### config.mk
export PLATFORM = sky130hd
export DESIGN_NAME = expr_parser
export DESIGN_NICKNAME = d
export VERILOG_FILES = /design/src/rtl/expr_parser.sv
export SDC_FILE = /design/constraint.sdc
export NUM_CORES = 1
export LEC_CHECK = 0
export ABC_CLOCK_PERIOD_IN_PS = 6000
export CORE_UTILIZATION = 51
export CTS_CLUSTER_SIZE = 20
export DETAILED_ROUTE_END_ITERATION = 16
export DONT_BUFFER_PORTS = 1
export PLACE_DENSITY = 0.74
export SLEW_MARGIN = 10
export SYNTH_ARGS = -nofsm -noshare
export SYNTH_HDL_FRONTEND = slang
export SYNTH_SLANG_ARGS = --single-unit
### constraint.sdc
create_clock -name clk -period 6 [get_ports clk]
set_clock_uncertainty 0.15 [all_clocks]
set_input_delay 0.6 -clock clk [delete_from_list [all_inputs] [get_ports clk]]
set_output_delay 0.6 -clock clk [all_outputs]
set_load 0.01 [all_outputs]
### src/rtl/expr_parser.sv
// Line parser for the UART calculator: turns "<num><op><num><CR|LF>" ASCII lines
// into src1/src2/op with a one-cycle done pulse, or a one-cycle error pulse.
module expr_parser (
  input  logic        clk,
  input  logic        n_rst,
  input  logic [7:0]  rx_data,
  input  logic        rx_valid,
  output logic [15:0] src1,
  output logic [15:0] src2,
  output logic [1:0]  op,
  output logic        parser_done,
  output logic        parse_err
);

  localparam int unsigned W  = 16;
  localparam int unsigned AW = 20;

  typedef enum logic [1:0] {S_OP1, S_OP2, S_DONE, S_ERR} state_t;

  state_t         state, state_d;
  logic [W-1:0]   acc1, acc2, acc1_d, acc2_d, acc_sel;
  logic           has1, has2, has1_d, has2_d;
  logic [1:0]     op_r, op_r_d, opc_code;
  logic           load_c, err_c;
  logic           is_digit, is_opc, is_term, is_sp;
  logic [AW-1:0]  prod;
  logic           ovf;

  // Byte classification and the shared acc*10+digit datapath
  always_comb begin
    is_digit = (rx_data >= 8'h30) && (rx_data <= 8'h39);
    is_term  = (rx_data == 8'h0D) || (rx_data == 8'h0A);
    is_sp    = (rx_data == 8'h20);
    is_opc   = 1'b1;
    opc_code = 2'd0;
    case (rx_data)
      8'h2B:   opc_code = 2'd0;
      8'h2D:   opc_code = 2'd1;
      8'h2A:   opc_code = 2'd2;
      8'h2F:   opc_code = 2'd3;
      default: is_opc   = 1'b0;
    endcase
    acc_sel = (state == S_OP2) ? acc2 : acc1;
    prod    = AW'(acc_sel) * AW'(10) + AW'(rx_data[3:0]);
    ovf     = |prod[AW-1:W];
  end

  // Next-state logic; DONE behaves like OP1 since accumulators are cleared on entry
  always_comb begin
    state_d = (state == S_DONE) ? S_OP1 : state;
    acc1_d  = acc1;
    acc2_d  = acc2;
    has1_d  = has1;
    has2_d  = has2;
    op_r_d  = op_r;
    load_c  = 1'b0;
    err_c   = 1'b0;
    if (rx_valid) begin
      case (state)
        S_OP1, S_DONE: begin
          if (is_digit) begin
            if (ovf) begin
              state_d = S_ERR;
            end else begin
              acc1_d = prod[W-1:0];
              has1_d = 1'b1;
            end
          end else if (is_opc) begin
            if (has1) begin
              op_r_d  = opc_code;
              state_d = S_OP2;
            end else begin
              state_d = S_ERR;
            end
          end else if (is_term) begin
            // A terminator that ends a bad line reports the error immediately
            if (has1) begin
              err_c   = 1'b1;
              state_d = S_OP1;
              acc1_d  = '0;
              acc2_d  = '0;
              has1_d  = 1'b0;
              has2_d  = 1'b0;
            end
          end else if (!is_sp) begin
            state_d = S_ERR;
          end
        end
        S_OP2: begin
          if (is_digit) begin
            if (ovf) begin
              state_d = S_ERR;
            end else begin
              acc2_d = prod[W-1:0];
              has2_d = 1'b1;
            end
          end else if (is_term) begin
            load_c  = has2;
            err_c   = !has2;
            state_d = has2 ? S_DONE : S_OP1;
            acc1_d  = '0;
            acc2_d  = '0;
            has1_d  = 1'b0;
            has2_d  = 1'b0;
          end else if (!is_sp) begin
            state_d = S_ERR;
          end
        end
        S_ERR: begin
          if (is_term) begin
            err_c   = 1'b1;
            state_d = S_OP1;
            acc1_d  = '0;
            acc2_d  = '0;
            has1_d  = 1'b0;
            has2_d  = 1'b0;
          end
        end
        default: state_d = S_OP1;
      endcase
    end
  end

  always_ff @(posedge clk or negedge n_rst) begin
    if (!n_rst) begin
      state       <= S_OP1;
      acc1        <= '0;
      acc2        <= '0;
      has1        <= 1'b0;
      has2        <= 1'b0;
      op_r        <= '0;
      src1        <= '0;
      src2        <= '0;
      op          <= '0;
      parser_done <= 1'b0;
      parse_err   <= 1'b0;
    end else begin
      state       <= state_d;
      acc1        <= acc1_d;
      acc2        <= acc2_d;
      has1        <= has1_d;
      has2        <= has2_d;
      op_r        <= op_r_d;
      parser_done <= load_c;
      parse_err   <= err_c;
      if (load_c) begin
        src1 <= acc1;
        src2 <= acc2;
        op   <= op_r;
      end
    end
  end

endmodule
# ---- Word-level counts from Yosys, hierarchy flattened
# Cells that the tools add are included.
dict set report totals {
  in_bits 11
  word_cells 102
  out_inout_bits 36
  regBits 74
}
dict set report op_classes {
  n_lt_le_gt_ge 2
  reduce_logical 11
  addsub 1
  n_mux 55
  multipliers 1
  eq_ne 20
  n_bitwise 1
}
# cell n
set ops {}
lappend ops {{2-to-1 mux 16 bit} 11}
lappend ops {{case mux 16 bit (3 select lines)} 2}
lappend ops {{equality test 8 x 6 -> 1 bit (second input constant)} 5}
lappend ops {{2-to-1 mux 2 bit} 13}
lappend ops {{2-to-1 mux 1 bit} 24}
lappend ops {{adder 20 x 4 -> 20 bit} 1}
lappend ops {{multiplier 16 x 3 -> 19 bit (second input constant)} 1}
lappend ops {{equality test 8 x 4 -> 1 bit (second input constant)} 2}
lappend ops {{!= test 3 bit (second input constant)} 5}
lappend ops {{case mux 2 bit (3 select lines)} 2}
lappend ops {{AND reduction 6 bit} 2}
lappend ops {{!= test 2 bit (second input constant)} 5}
lappend ops {{case mux 1 bit (3 select lines)} 3}
lappend ops {{greater-or-equal comparator 8 x 6 -> 1 bit (second input constant)} 1}
lappend ops {{less-or-equal comparator 8 x 6 -> 1 bit (second input constant)} 1}
lappend ops {{OR reduction 4 bit} 2}
lappend ops {{AND reduction 5 bit} 1}
lappend ops {{equality test 2 bit (second input constant)} 2}
lappend ops {{AND reduction 4 bit} 1}
lappend ops {{equality test 2 x 1 -> 1 bit (second input constant)} 1}
lappend ops {{logical NOT 2 bit} 1}
lappend ops {{OR reduction 2 bit} 1}
lappend ops {{logical AND 1 bit} 1}
lappend ops {{logical NOT 1 bit} 1}
lappend ops {{2 further kinds} 2}

# ---- Logic depth before layout (Yosys ltp)
dict set report logic_depth {
  depth_word 9
  mapped_depth 19
  ltp_nobuf 16
}

# ---- Worst setup path after synthesis
# OpenSTA, ideal clock, no wires.
dict set report synth_path {
  path_kind {register to register}
  from {register state[1]}
  to {register acc2[11]}
  setup_slack_ns 1.213
  setup_time_ns 0.121
  period_less_slack_ns 4.787
  arrival_ns 4.516
  n_path_buf 3
  stages_incl_launch_ff 20
  required_ns 5.729
  cell_sequence {dfrtp_1 -> nor2b_1 -> buf_1 -> clkbuf_1 -> nand2_1 -> nand2_1 -> ha_1 -> ha_1 -> fa_1 -> a211oi_4 -> or4b_1 -> o31ai_2 -> nor2_2 -> nor4b_4 -> nand4b_1 -> mux2_4 -> nor2_8 -> o311ai_4 -> buf_6 -> a22o_1}
}
dict set report synth_between {
  elab_chain_cells 7
  elab_cells_between_ends 18
  cone_classes {1 x add/sub; 1 x mul; 8 x eq/ne; 4 x mux; 4 x reduce/logical}
}
# element line_no
set synth_rtl {}
lappend synth_rtl {{start: declaration} 20} ;# state_t state, state_d;
lappend synth_rtl {{start signal: assignment} 138} ;# state <= state_d;
lappend synth_rtl {{equality test 2 x 1 -> 1 bit} {43, 59}}
lappend synth_rtl {{2-to-1 mux 16 bit} 43} ;# acc_sel = (state == S_OP2) ? acc2 : acc1;
lappend synth_rtl {{multiplier 16 x 3 -> 19 bit} 44} ;# prod = AW'(acc_sel) * AW'(10) + AW'(rx_data[3:0]);
lappend synth_rtl {{adder 20 x 4 -> 20 bit} 44}
lappend synth_rtl {{OR reduction 4 bit or 2-to-1 mux 16 bit (tied branches)} {45, 91}}
lappend synth_rtl {{!= test 3 bit (no source line) or 2-to-1 mux 16 bit (tied branches)} -}
lappend synth_rtl {{AND reduction 6 bit (no source line) or case mux 16 bit (3 select lines) (tied branches)} -}
lappend synth_rtl {{end signal: assignment} 128} ;# acc2 <= '0;
lappend synth_rtl {{end signal: assignment} 140} ;# acc2 <= acc2_d;
lappend synth_rtl {{end: declaration} 21} ;# logic [W-1:0] acc1, acc2, acc1_d, acc2_d, acc_sel;
# Several ways; a longest one is shown, not always the timed one. The select of a mux whose other input is x is not followed.
# A chain may end at the register's enable or synchronous reset.

# ---- Worst setup path after layout
dict set report layout_path {
  from {register state[0]}
  to {register acc2[15]}
}
# The elaborated chain is that of the path after synthesis.

==> flow_summary.json <==
{
  "die_area_mm2": 0.00941,
  "synth_top_area_share_pct": 40.2,
  "synthTopCellsByArea": "dfrtp_1, mux2_2, ha_1",
  "rrSetupSlack_ps": 730,
  "dr.first_iter.drc_count": 242,
  "syn_avg_cell_area_um2": 10.4,
  "cp_data_required_time_ps": 6140,
  "drive_above_1_share_pct": 15.9,
  "synth.area.mux_share_pct": 11.7,
  "syn_area_mm2": 0.00460,
  "yosys.area_share.simple_pct": 14.5,
  "cts_tree": "yes",
  "area_growth_pct": 7.50,
  "drc": 0,
  "irDropWorstVdd_mv": 0.131,
  "clk_latency_ps": 360,
  "m1WireLength_um": 4770,
  "wirelength_um": 10900,
  "antenna_found_initial": 0,
  "grt_max_degree": 75,
  "dp_slack_ps": 791,
  "critPathLaunchType": "register",
  "num_rows": 34,
  "nNetsFinal": 478,
  "crit_path_end_kind": "register",
  "max_freq_mhz": 190,
  "routed-via-count": 3470,
  "clk_pin_slew_worst_paths_ps": 90,
  "routedWlPerCell_um": 19.6,
  "synth_top_area_cell": "dfrtp_1",
  "viasPerCell": 6.25,
  "synth_top_family_by_area": "compound AO/OA/AOI/OAI gates",
  "grt_usage_pct": 24.2,
  "yosysSeqAreaShare_pct": 40.2,
  "stdcell_count": 555,
  "synth_compound_area_share_pct": 16.8,
  "synthFlopType": "dfrtp_1",
  "cts_max_level": 3,
  "dp.cells": 537,
  "pin_count": 47,
  "finalMaxSlewViolations": 0,
  "yosysUniqueCellTypes": 63,
  "dr_wl_met2_um": 5190,
  "status": "completed",
  "numPortBuffers": 0,
  "yosys_warnings": 0,
  "synth_edf_count": 0,
  "rsz0062_at_grt": "no",
  "wl_met3_um": 655,
  "antenna_cells": 0,
  "dr.pass1.iters": 5,
  "cp.arrival_ps": 5410,
  "top_layer_used": "met4",
  "core_mm2": 0.00872,
  "period_share_pct": 87.8,
  "syn-num-nets": 479,
  "postRouteAntennaNets": 0,
  "synthXorXnorAreaFrac_pct": 5.90,
  "numCtsBuffers": 9,
  "cts_setup_buffers": 0,
  "p_leak_nw": 2.49,
  "gp_congestion": 0.968,
  "grt_remaining_overflow": 0,
  "drv_cap": 0,
  "async_flop_share_pct": 100,
  "timing.setup.tns_ps": 0,
  "cts_sinks": 74,
  "yosys.area_share.adder_pct": 7.12,
  "final_util_pct": 56.8,
  "maxSlewHeadroom_pct": 31.0,
  "critical_path_class": "reg2reg",
  "period_needed_ps": 5270,
  "power.density_mw_per_mm2": 219,
  "fin_ws_ps": 733,
  "clock_path_buffers": 2,
  "hpwl_um": 8000,
  "worst_pin_slew_ps": 1030,
  "grt_pass1_wl_um": 17900,
  "hold_class": "in2reg",
  "die_x_um": 97.0,
  "syn_inst": 443,
  "root_buffer": "clkbuf_8",
  "start_util_pct": 52.8,
  "grt_pass1_vias": 3361,
  "synth_seq_cells": 74,
  "die_y_um": 97.0,
  "path_max_fanout": 24,
  "hold_viol": 0,
  "setup_viol": 0
}
==> cells in the mapped netlist (3+ instances only) <==
cell type  number
clkbuf_1        8
nand3_1        14
inv_1          21
nand2_1        42
a21oi_1        15
mux2_2         34
and2_1          4
nand4_1         3
dfrtp_1        74
and3_1          8
a31oi_1         3
nor2_1         20
xnor2_1        12
nor2b_1         4
buf_2           3
o2bb2ai_1       5
buf_6           3
xor2_1         19
o211ai_1        3
a211oi_1        4
a22o_1         16
mux2i_1        14
o21ai_0        21
ha_1           23
a21o_1         13
nor3_1         11
nand2b_1        3
==> kinds of logic (layout without fill, tap and decap cells) <==
family | after synthesis | in the layout
AOI/OAI and AO/OA | 101 | 101
buffers and inverters | 38 | 42
xor gates and xnor gates | 31 | 31
DFF | 74 | 74
and+or+nand+nor | 125 | 125
adders and majority gates | 25 | 25
muxes | 49 | 49
==> registers in the layout, summed over array words and instances (netlist names) <==
register / count
has2: 1
parser_done: 1
acc2: 16
op: 2
src2: 16
has1: 1
parse_err: 1
state: 2
src1: 16
acc1: 16
op_r: 2
==> layer usage <==
metal,global-route usage (%),up-vias
met3,5.49,23
li1,-,1603
met5,0,-
met1,32.3,1720
met2,38.1,124
met4,9.76,0
==> cell type report <==
cell class,count,area (µm²)
clock buffer,10,138
tap,108,135
clock inverter,6,97.6
inverter,21,78.8
sequential,74,1850
fill,720,3770
multi-input combinational,331,2590
timing repair buffer,5,60.1
==> final timing paths <==
path	startpoint	endpoint	depth (start not counted)
max in group asynchronous	n_rst	acc2[8]	2
min in group asynchronous	n_rst	src1[14]	2
min reg2reg	has2	parse_err	1
min	rx_data[2]	op_r[1]	1
max	state[0]	acc2[15]	15
max reg2reg	state[0]	acc2[15]	15
==> report_power, final <==
group	internal [mW]	leakage [nW]	switching, mW
combinational	0.0389	1.37	0.0773
sequential	0.504	1.00	0.00385
clock	0.251	0.119	0.210
total	0.794	2.49	0.292
==> critical path, stage by stage (launching register included) <==
cell      delay (ps)
dfrtp_1          590
nor2b_2          330
buf_4            320
mux2i_1          350
xor2_1           180
fa_1             530
a211oi_4         290
nor2_1           140
o21ai_0          410
xor2_1           200
a211oi_1         300
nand4b_1         160
mux2_4           310
nor2_8            60
o311ai_4         620
a22o_1           260
==> through the flow <==
step                      hold slack, ps  area, µm²  power [mW]
after global placement               156       4680       0.616
after floorplan                      154       4600       0.598
after detailed placement             156       4680       0.620
after global routing                 165       4950        1.12
after CTS                            161       4950        1.09
final                                169       4950        1.09
==> cell usage in the layout (no fill, tap or decap), types with 4 or more instances in the layout <==
cell	n
a211oi_1	4
mux2_2	34
nand3_1	14
and3_1	8
xor2_1	19
a21oi_1	15
mux2i_1	14
dfrtp_1	74
xnor2_1	12
clkbuf_8	10
nand2_1	42
o2bb2ai_1	5
a22o_1	16
inv_1	21
o21ai_0	21
nor3_1	11
and2_1	4
a21o_1	13
nor2_1	20
ha_1	23
==> repair_timing <==
action                                  CTS  global route
gates resized for setup                   0             0
hold buffers                              2             0
endpoints found under the setup margin    0             0
endpoints found under the hold margin    74             0
Note: power is estimated with default switching activity, not from simulation.
